## src/rtl/timer_event_counter.sv

```systemverilog
// Timer/event counter: counts unit_pulse ticks while running, wraps in
// free-run, auto-reload or one-shot fashion, and raises a sticky interrupt.
module timer_event_counter #(
  parameter int TIMER_WIDTH = 16
) (
  input  logic                   clk,
  input  logic                   reset,
  input  logic                   unit_pulse,
  input  logic                   start,
  input  logic                   stop,
  input  logic [1:0]             mode,
  input  logic                   reload_update,
  input  logic [TIMER_WIDTH-1:0] reload_value,
  input  logic                   irq_clear,
  output logic [TIMER_WIDTH-1:0] count,
  output logic                   overflow,
  output logic                   irq_flag,
  output logic                   running
);

  typedef enum logic [1:0] {
    IDLE    = 2'd0,
    RUN     = 2'd1,
    EXPIRED = 2'd2
  } state_t;

  localparam logic [TIMER_WIDTH-1:0] ALL_ONES = '1;

  state_t                 state_q, state_d;
  logic [TIMER_WIDTH-1:0] count_q, count_d;
  logic [TIMER_WIDTH-1:0] reload_q, reload_d;
  logic                   overflow_q, overflow_d;
  logic                   irq_q, irq_d;
  logic                   running_q, running_d;

  logic tickTaken;
  logic wrapEvent;

  // A tick only counts in RUN, and a stop or reload in the same cycle swallows it.
  always_comb begin
    tickTaken = (state_q == RUN) && unit_pulse && !stop && !reload_update;
    wrapEvent = tickTaken && (count_q == ALL_ONES);
  end

  // Next-state, count, reload and flag computation; mode is looked at live.
  always_comb begin
    state_d    = state_q;
    count_d    = count_q;
    reload_d   = reload_q;
    overflow_d = 1'b0;
    irq_d      = irq_q;

    if (reload_update) begin
      reload_d = reload_value;
      count_d  = reload_value;
    end else if (tickTaken) begin
      if (wrapEvent) begin
        overflow_d = 1'b1;
        if (mode == 2'd0) begin
          count_d = '0;
        end else begin
          count_d = reload_q;
        end
      end else begin
        count_d = count_q + 1'b1;
      end
    end

    if (stop) begin
      state_d = IDLE;
    end else if (start && (state_q != RUN)) begin
      state_d = RUN;
    end else if (wrapEvent && (mode == 2'd2)) begin
      state_d = EXPIRED;
    end

    if (wrapEvent) begin
      irq_d = 1'b1;
    end else if (irq_clear) begin
      irq_d = 1'b0;
    end

    running_d = (state_d == RUN);
  end

  // State and output registers with synchronous reset overriding everything.
  always_ff @(posedge clk) begin
    if (reset) begin
      state_q    <= IDLE;
      count_q    <= '0;
      reload_q   <= '0;
      overflow_q <= 1'b0;
      irq_q      <= 1'b0;
      running_q  <= 1'b0;
    end else begin
      state_q    <= state_d;
      count_q    <= count_d;
      reload_q   <= reload_d;
      overflow_q <= overflow_d;
      irq_q      <= irq_d;
      running_q  <= running_d;
    end
  end

  assign count    = count_q;
  assign overflow = overflow_q;
  assign irq_flag = irq_q;
  assign running  = running_q;

endmodule
```

## config.mk

```make
export PLATFORM = sky130hd
export DESIGN_NAME = timer_event_counter
export DESIGN_NICKNAME = d
export VERILOG_FILES = /design/src/rtl/timer_event_counter.sv
export SDC_FILE = /design/constraint.sdc
export NUM_CORES = 1
export LEC_CHECK = 0
export BUFFER_PORTS_ARGS = -buffer_cell sky130_fd_sc_hd__buf_2
export CAP_MARGIN = 40
export CORE_MARGIN = 2
export CORE_UTILIZATION = 35
export DETAILED_ROUTE_END_ITERATION = 10
export SETUP_SLACK_MARGIN = 0.05
export SKIP_LAST_GASP = 1
export SLEW_MARGIN = 10
export SYNTH_ARGS = -nofsm -noshare
export SYNTH_HDL_FRONTEND = slang
export SYNTH_SLANG_ARGS = --single-unit
```

## constraint.sdc

```tcl
create_clock -name clk -period 2.63 [get_ports clk]
set_input_delay 0.1315 -clock clk [delete_from_list [all_inputs] [get_ports clk]]
set_output_delay 0.1315 -clock clk [all_outputs]
set_load 0.02 [all_outputs]
```

Word-level counts from Yosys, hierarchy flattened
Cells that the tools add are included.
{"block": "totals", "reg_bits": 37, "inputBits": 25}
{"block": "classes", "addsub": 1, "n_eq_ne": 5, "n_mux": 10, "n_bitwise": 1, "n_reduce_logical": 12}
{"cell": "$mux 16", "count": 4}
{"cell": "$add 16x1->16 const B", "count": 1}
{"cell": "$eq 16x16->1 const B", "count": 1}
{"cell": "$logic_and 1x1->1", "count": 6}
{"cell": "$mux 2", "count": 3}
{"cell": "$eq 2x1->1 const B", "count": 2}
{"cell": "$reduce_bool 2->1", "count": 2}
{"cell": "$mux 1", "count": 3}
{"cell": "$reduce_or 3->1", "count": 1}
{"cell": "$eq 2x2->1 const B", "count": 1}
{"cell": "$logic_not 1->1", "count": 2}
{"cell": "$logic_not 2->1", "count": 1}
{"cell": "$ne 2x1->1 const B", "count": 1}
{"cell": "$not 1->1", "count": 1}

Logic depth before layout (Yosys ltp)
Gate-level depths: netlist of the first run.
{"block": "logic_depth", "depth_word": 10, "mapped_depth": 7, "mapped_depth_nobuf": 6}

Worst setup path before layout of the first run
No wires, ideal clock.
{"block": "synth_timing", "path_kind": "register to register", "start": "register count_q[3], in the netlist count[3]", "end": "register count_q[0], in the netlist count[0]", "arrival_ns": 1.950, "required_time_ns": 2.554, "setup_slack_ns": 0.604, "path_stages_with_launch": 8, "period_less_slack_ns": 2.026, "cell_sequence": "dfxtp_1 and4_1 buf_4 nor4b_4 and3_1 buf_4 mux2_2 o22ai_1"}
{"block": "synth_between", "elab_chain_cells": 5}
{"element": "start, declared", "line_no": "30", "source": "logic [TIMER_WIDTH-1:0] count_q, count_d;"}
{"element": "start signal, assigned", "line_no": "97", "source": "count_q <= count_d;"}
{"element": "$eq 16x16->1", "line_no": "42", "source": "wrapEvent = tickTaken && (count_q == ALL_ONES);"}
{"element": "$logic_and 1x1->1", "line_no": "42"}
{"element": "$mux 16", "line_no": "57", "source": "if (wrapEvent) begin"}
{"element": "$mux 16", "line_no": "56", "source": "end else if (tickTaken) begin"}
{"element": "$mux 16", "line_no": "53", "source": "if (reload_update) begin"}
No other way between the ends. The select of a mux whose other input is x is not followed.
A chain may end at the register's enable or synchronous reset.

Final worst setup path of the first run
{"block": "layout_timing", "start": "register count_q[3], in the netlist count[3]", "end": "register count_q[5], in the netlist count[5]"}
{"block": "layout_between", "elab_chain_cells": 5}
{"element": "branches (longest 2 deep; another with $add 16x1->16)"}
{"element": "$mux 16 (*)", "line_no": "57"}
{"element": "$mux 16 (*)", "line_no": "56"}
{"element": "$mux 16 (*)", "line_no": "53"}
Mark *: on every way between the ends. The select of a mux whose other input is x is not followed.

==> flow_summary.ini, run 1 <==
[run_status]
status = completed

[critical_path]
crit_path_top_delay_cell = sky130_fd_sc_hd__dfxtp_1
worst-r2r-setup-slack_ns = 0.41
cp_top_family = simple AND/OR/NAND/NOR gates
path_cells = and4_1 -> nor4b_4 -> nand3_2 -> mux2_1 -> o22ai_1
startpoint_type = flip-flop
endpoint_kind = flip-flop
cp_num_cells = 5
crit_buf_inv = 0
timing.critical_path.fanout_max = 13
timing.critical_path.to = count[5]
worst_r2r_endpoint = count[5]
rr_worst_depth = 5
worst-endpoint-arrival_ns = 2.43
setup.worst_path.class = reg -> reg
critical_path.startpoint = count[3]
crit-reg2reg-launch = count[3]
cpPeakStageDelay_ns = 0.46
worstPathRequired_ns = 2.84

[routing]
firstDrtPassIters = 4
detail_route.vias_per_cell = 5.32
routed_wirelength_mm = 4.92
drt.antenna.violating_nets = 0
routedWlPerCell_um = 14.7
drt_iter0_drc = 112
via_count = 1778
remaining_drc_errors = 0

[clock_tree]
cts-buffers-inserted = 5
cts_post_setup_buffers_inserted = 0
clock_insertion_delay_worst_skew_ns = 0.29
cts_tree = done
ctsHtreeMaxLevel = 2
clock-root-buffer = sky130_fd_sc_hd__clkbuf_8
cts.hold.buffers_added = 0
clock_input_transition_at_the_sequential_cells_of_the_worst_setup_and_hold_paths_ns = 0.08
cts.path.max_buffers = 2
post_cts_resized = 0
number_of_clock_sinks = 37

[power]
powerDensity_nw_per_um2 = 545
power.ir.vdd_worst_mv = 0.283
cellLeakagePower_nw = 0.955

[die]
ioPinCount = 44
initial_utilization = 0.366
rows = 26
fp.dieW_um = 77.3
die_height_um = 77.3
design.die.area_um2 = 5970
placeableCoreArea_um2 = 5140

[global_routing]
global_route_wire_length_before_repair_mm = 8.27
globalRoute.totalOverflow = 0
first_global_vias = 1734
grt_max_degree = 39
initial_antenna_violation_count = 0
gr-usage-all-layers = 0.174

[synthesis]
synth_warnings = 0
ys_dominant_reg_cell = sky130_fd_sc_hd__dfxtp_1
syn_area_per_cell_um2 = 8.28
asyncSetResetFlopFracSynth = 0
post_synth_num_cell_types = 47
mappedNetlistNets = 253
netlist_instances = 227
synthesis_stage_register_bit_count = 37
mappedNetlistArea_um2 = 1880
synth-seq-area-share = 0.394
synth_enable_flop_cells = 0

[final_layout]
final_net_count = 289
ant_diodes = 0
final_layout_size_suffix_gt1_frac = 0.235
area_growth_syn_to_layout_pct = 18.8
final_core_util = 0.434

[sta]
final-hold-violation-count = 0
setup_tns_ns = 0
post-route-period-util = 0.844
setup_viol_count_final = 0
final_max_slew_viol_count = 0
slew_headroom = 0.526
worst_hold_slack_ns = 0.0853
rsz0062_at_grt = no
finalClockSkew_ns = 0.00914
final.min_clock_period_ns = 2.22
timing_worst_slew_pin_value_ns = 0.712
fmax_ghz = 0.451

[min_path]
min_delay_path_depth = 3
min-delay-path-class = in -> reg

[placed_design]
placement.io_buffers = 43
dp_hpwl_mm = 3.43
gpl.final_weighted_congestion = 0.811

[run]
cap_viol_max_count = 0
cell usage after synthesis, drive strengths merged (3+ instances only):
library cell	count	share of area
dfxtp	37	0.39
a211oi	3	0.012
a21boi	3	0.012
o21ai	14	0.037
mux2i	7	0.037
nand3	8	0.024
nor2	14	0.028
and3	6	0.020
a31oi	8	0.027
clkbuf	12	0.024
a21oi	17	0.045
buf	5	0.015
nand2	35	0.070
nand4	7	0.023
xor2	5	0.023
mux2	3	0.018
nand2b	3	0.010
o22ai	6	0.020
a22oi	3	0.012
cells by family (layout without fill, tap and decap cells):
logic type               count (synthesis)  after routing  synth area share
adder cells (fa/ha/maj)                  1              1           0.00666
buffers and inverters                   19             56            0.0433
flip-flops                              37             37             0.394
XOR/XNOR                                 7              7            0.0326
AO/OA/AOI/OAI                           67             67             0.222
multiplexers                            10             10            0.0553
AND/OR/NAND/NOR                         86             86             0.246
layout by cell type (no fill, tap or decap), types with 3 or more instances in the layout:
cell type and instances:
sky130_fd_sc_hd__clkbuf_8 7, sky130_fd_sc_hd__buf_2 43, sky130_fd_sc_hd__nand2_1 35, sky130_fd_sc_hd__buf_4 3, sky130_fd_sc_hd__o21ai_0 14, sky130_fd_sc_hd__a211oi_1 3
sky130_fd_sc_hd__o22ai_1 6, sky130_fd_sc_hd__xor2_1 5, sky130_fd_sc_hd__nand2b_1 3, sky130_fd_sc_hd__dfxtp_1 37, sky130_fd_sc_hd__a31oi_1 8, sky130_fd_sc_hd__a22oi_1 3
sky130_fd_sc_hd__and3_1 6, sky130_fd_sc_hd__nand4_1 7, sky130_fd_sc_hd__a21oi_1 17, sky130_fd_sc_hd__nand3_1 7, sky130_fd_sc_hd__a21boi_0 3, sky130_fd_sc_hd__mux2i_1 7
sky130_fd_sc_hd__nor2_1 14
tightest hold or removal path, cell delays in order:
cell and delay [ns]:
sky130_fd_sc_hd__buf_2 0.09, sky130_fd_sc_hd__mux2i_1 0.06, sky130_fd_sc_hd__nor2_1 0.07
how the worst min path moves through the flow:
stage / end / from / slack (ns)
2_1_floorplan: reload_q[3] / reload_value[3] / 0.28
3_3_place_gp: reload_q[15] / reload_value[15] / 0.39
3_5_place_dp: reload_q[0] / reload_value[0] / 0.39
4_1_cts: reload_q[0] / reload_value[0] / 0.08
5_1_grt: reload_q[0] / reload_value[0] / 0.08
6_report: reload_q[0] / reload_value[0] / 0.09
report_power, final:
group	total, mW	switching (mW)	internal, mW
logic	0.156	0.0921	0.0643
registers	0.618	0.0274	0.590
clock network	0.442	0.205	0.237
through the flow:
stage	setup slack, ns	cell area (µm²)	power (mW)	instances
finish	0.411	2230	1.22	334
global route	0.213	2230	1.28	334
CTS	0.419	2230	1.23	334
detailed placement	0.437	2130	0.786	326
global placement	0.508	2130	0.785	326
floorplan	0.604	1880	0.726	227
cell type report:
cell class	instances	area, µm²
tap	70	87.6
multi-input combinational	171	1060
fill	559	2910
sequential	37	741
inverter	2	7.51
clock inverter	1	5.00
clock buffer	7	96.3
timing repair buffer	46	238
state kept, by name, indices dropped and copies added, names as in the netlist:
| register | count |
|---|---|
| count | 16 |
| irq_flag | 1 |
| overflow | 1 |
| reload_q | 16 |
| running | 1 |
| state_q | 2 |
per-layer routing:
metal	routed length, µm	global-route usage
met5	0	0
met4	32	0.0554
met3	290	0.0529
met2	2410	0.296
met1	2190	0.209
(Power assumes the default switching activity.)
==> run 2: changes to the inputs <==
==> constraint.sdc (replaced) <==
create_clock -name clk -period 1.8 [get_ports clk]
set_input_delay 0.09 -clock clk [delete_from_list [all_inputs] [get_ports clk]]
set_output_delay 0.09 -clock clk [all_outputs]
set_load 0.02 [all_outputs]
==> flow_summary.ini, run 2 (synthesized netlist as in run 1, its figures left out) <==
[run_status]
status = completed

[global_routing]
global_route_wire_length_before_repair_mm = 8.80
initial_antenna_violation_count = 0
gr-usage-all-layers = 0.183
grt_max_degree = 26
globalRoute.totalOverflow = 0
first_global_vias = 1835

[power]
powerDensity_nw_per_um2 = 700
power.ir.vdd_worst_mv = 0.293
cellLeakagePower_nw = 1.08
totalPowerFinal_mw = 1.72

[sta]
final.min_clock_period_ns = 1.70
setup_tns_ns = 0
worst_hold_slack_ns = 0.0482
final-hold-violation-count = 0
timing_worst_slew_pin_value_ns = 0.454
slew_headroom = 0.697
setup_viol_count_final = 0
post-route-period-util = 0.947
fmax_ghz = 0.587
rsz0062_at_grt = yes
final_max_slew_viol_count = 0
finalClockSkew_ns = 0.0105

[routing]
routedWlPerCell_um = 15.1
drt_iter0_drc = 120
routed_wirelength_mm = 5.34
via_count = 1885
firstDrtPassIters = 4
remaining_drc_errors = 0
detail_route.vias_per_cell = 5.32
drt.antenna.violating_nets = 0

[critical_path]
timing.critical_path.fanout_max = 4
worst-r2r-setup-slack_ns = 0.1
worstPathRequired_ns = 2.01
setup.worst_path.class = reg -> reg
worst-endpoint-arrival_ns = 1.92
startpoint_type = flip-flop
endpoint_kind = flip-flop

[placed_design]
placement.io_buffers = 43
gpl.final_weighted_congestion = 0.807
dp_hpwl_mm = 3.81

[clock_tree]
cts_tree = done
number_of_clock_sinks = 37
cts-buffers-inserted = 5
clock_input_transition_at_the_sequential_cells_of_the_worst_setup_and_hold_paths_ns = 0.08
cts.path.max_buffers = 2
ctsHtreeMaxLevel = 2
clock_insertion_delay_worst_skew_ns = 0.30
clock-root-buffer = sky130_fd_sc_hd__clkbuf_8

[die]
die_height_um = 77.3
design.die.area_um2 = 5970
placeableCoreArea_um2 = 5140
fp.dieW_um = 77.3
ioPinCount = 44
rows = 26
initial_utilization = 0.366

[run]
cap_viol_max_count = 0

[final_layout]
ant_diodes = 0
area_growth_syn_to_layout_pct = 30.8
final_net_count = 309
layout.cells.most_common = sky130_fd_sc_hd__buf_2
layout_common_cells = 44 x sky130_fd_sc_hd__buf_2, 34 x sky130_fd_sc_hd__nand2_1, 26 x sky130_fd_sc_hd__dfxtp_1
final_layout_size_suffix_gt1_frac = 0.349

[min_path]
min-delay-path-class = in -> reg
run 2: cell count changes in the layout (fill, tap and decap cells not counted), sizes merged:
cell,delta
buf,+20
clkbuf,-2
clkinv,+2
run 2: report_power, final:
part / switching, mW / total [mW] / internal (mW)
Sequential: 0.0365 / 0.897 / 0.860
Clock: 0.304 / 0.565 / 0.261
Combinational: 0.147 / 0.259 / 0.113
Total: 0.487 / 1.72 / 1.23
run 2: layout make-up:
class	instances	area, µm²
multi-input cells	171	1120
fillers	553	2680
inverters	2	7.51
well taps	70	87.6
flip-flops and latches	37	769
clock buffers	5	68.8
clock inverters	3	12.5
repair buffers	66	389
run 2: repair_timing:
item                                    4_1_cts  5_1_grt
endpoints found under the setup margin        0       15
setup buffers                                 0        4
endpoints found under the hold margin         0        0
hold buffers                                  0        0
resized for setup                             0       12
run 2: per-stage QoR:
stage               cells   util  setup WS (ns)  cell area [µm²]
detailed placement    341  0.446         0.0865             2290
finish                354  0.478         0.0955             2460
floorplan             227      -        -0.0499             1930
global placement      341  0.446          0.101             2290
CTS                   349  0.462         0.0719             2370
global route          354  0.478         0.0350             2460
run 2: path summary, 6_finish.rpt:
kind	startpoint	to	depth (start not counted)
hold reg to reg	reload_q[10]	reload_q[10]	2
setup reg to reg	count[1]	count[0]	6
hold / removal	irq_clear	irq_flag	3
setup / recovery	count[1]	count[0]	6
run 2: critical path, cell delays in order, from the launching register on:
cell                      delay, ns
sky130_fd_sc_hd__dfxtp_4       0.37
sky130_fd_sc_hd__ha_4          0.16
sky130_fd_sc_hd__nand2_4       0.07
sky130_fd_sc_hd__nor4b_4       0.36
sky130_fd_sc_hd__and3_4        0.24
sky130_fd_sc_hd__mux2_4        0.30
sky130_fd_sc_hd__o22ai_2       0.12
run 2: routing by layer:
metal  track usage  wire, µm
met1         0.240      2560
met2         0.300      2510
met3        0.0400       201
met4        0.0536        57
met5             0         0
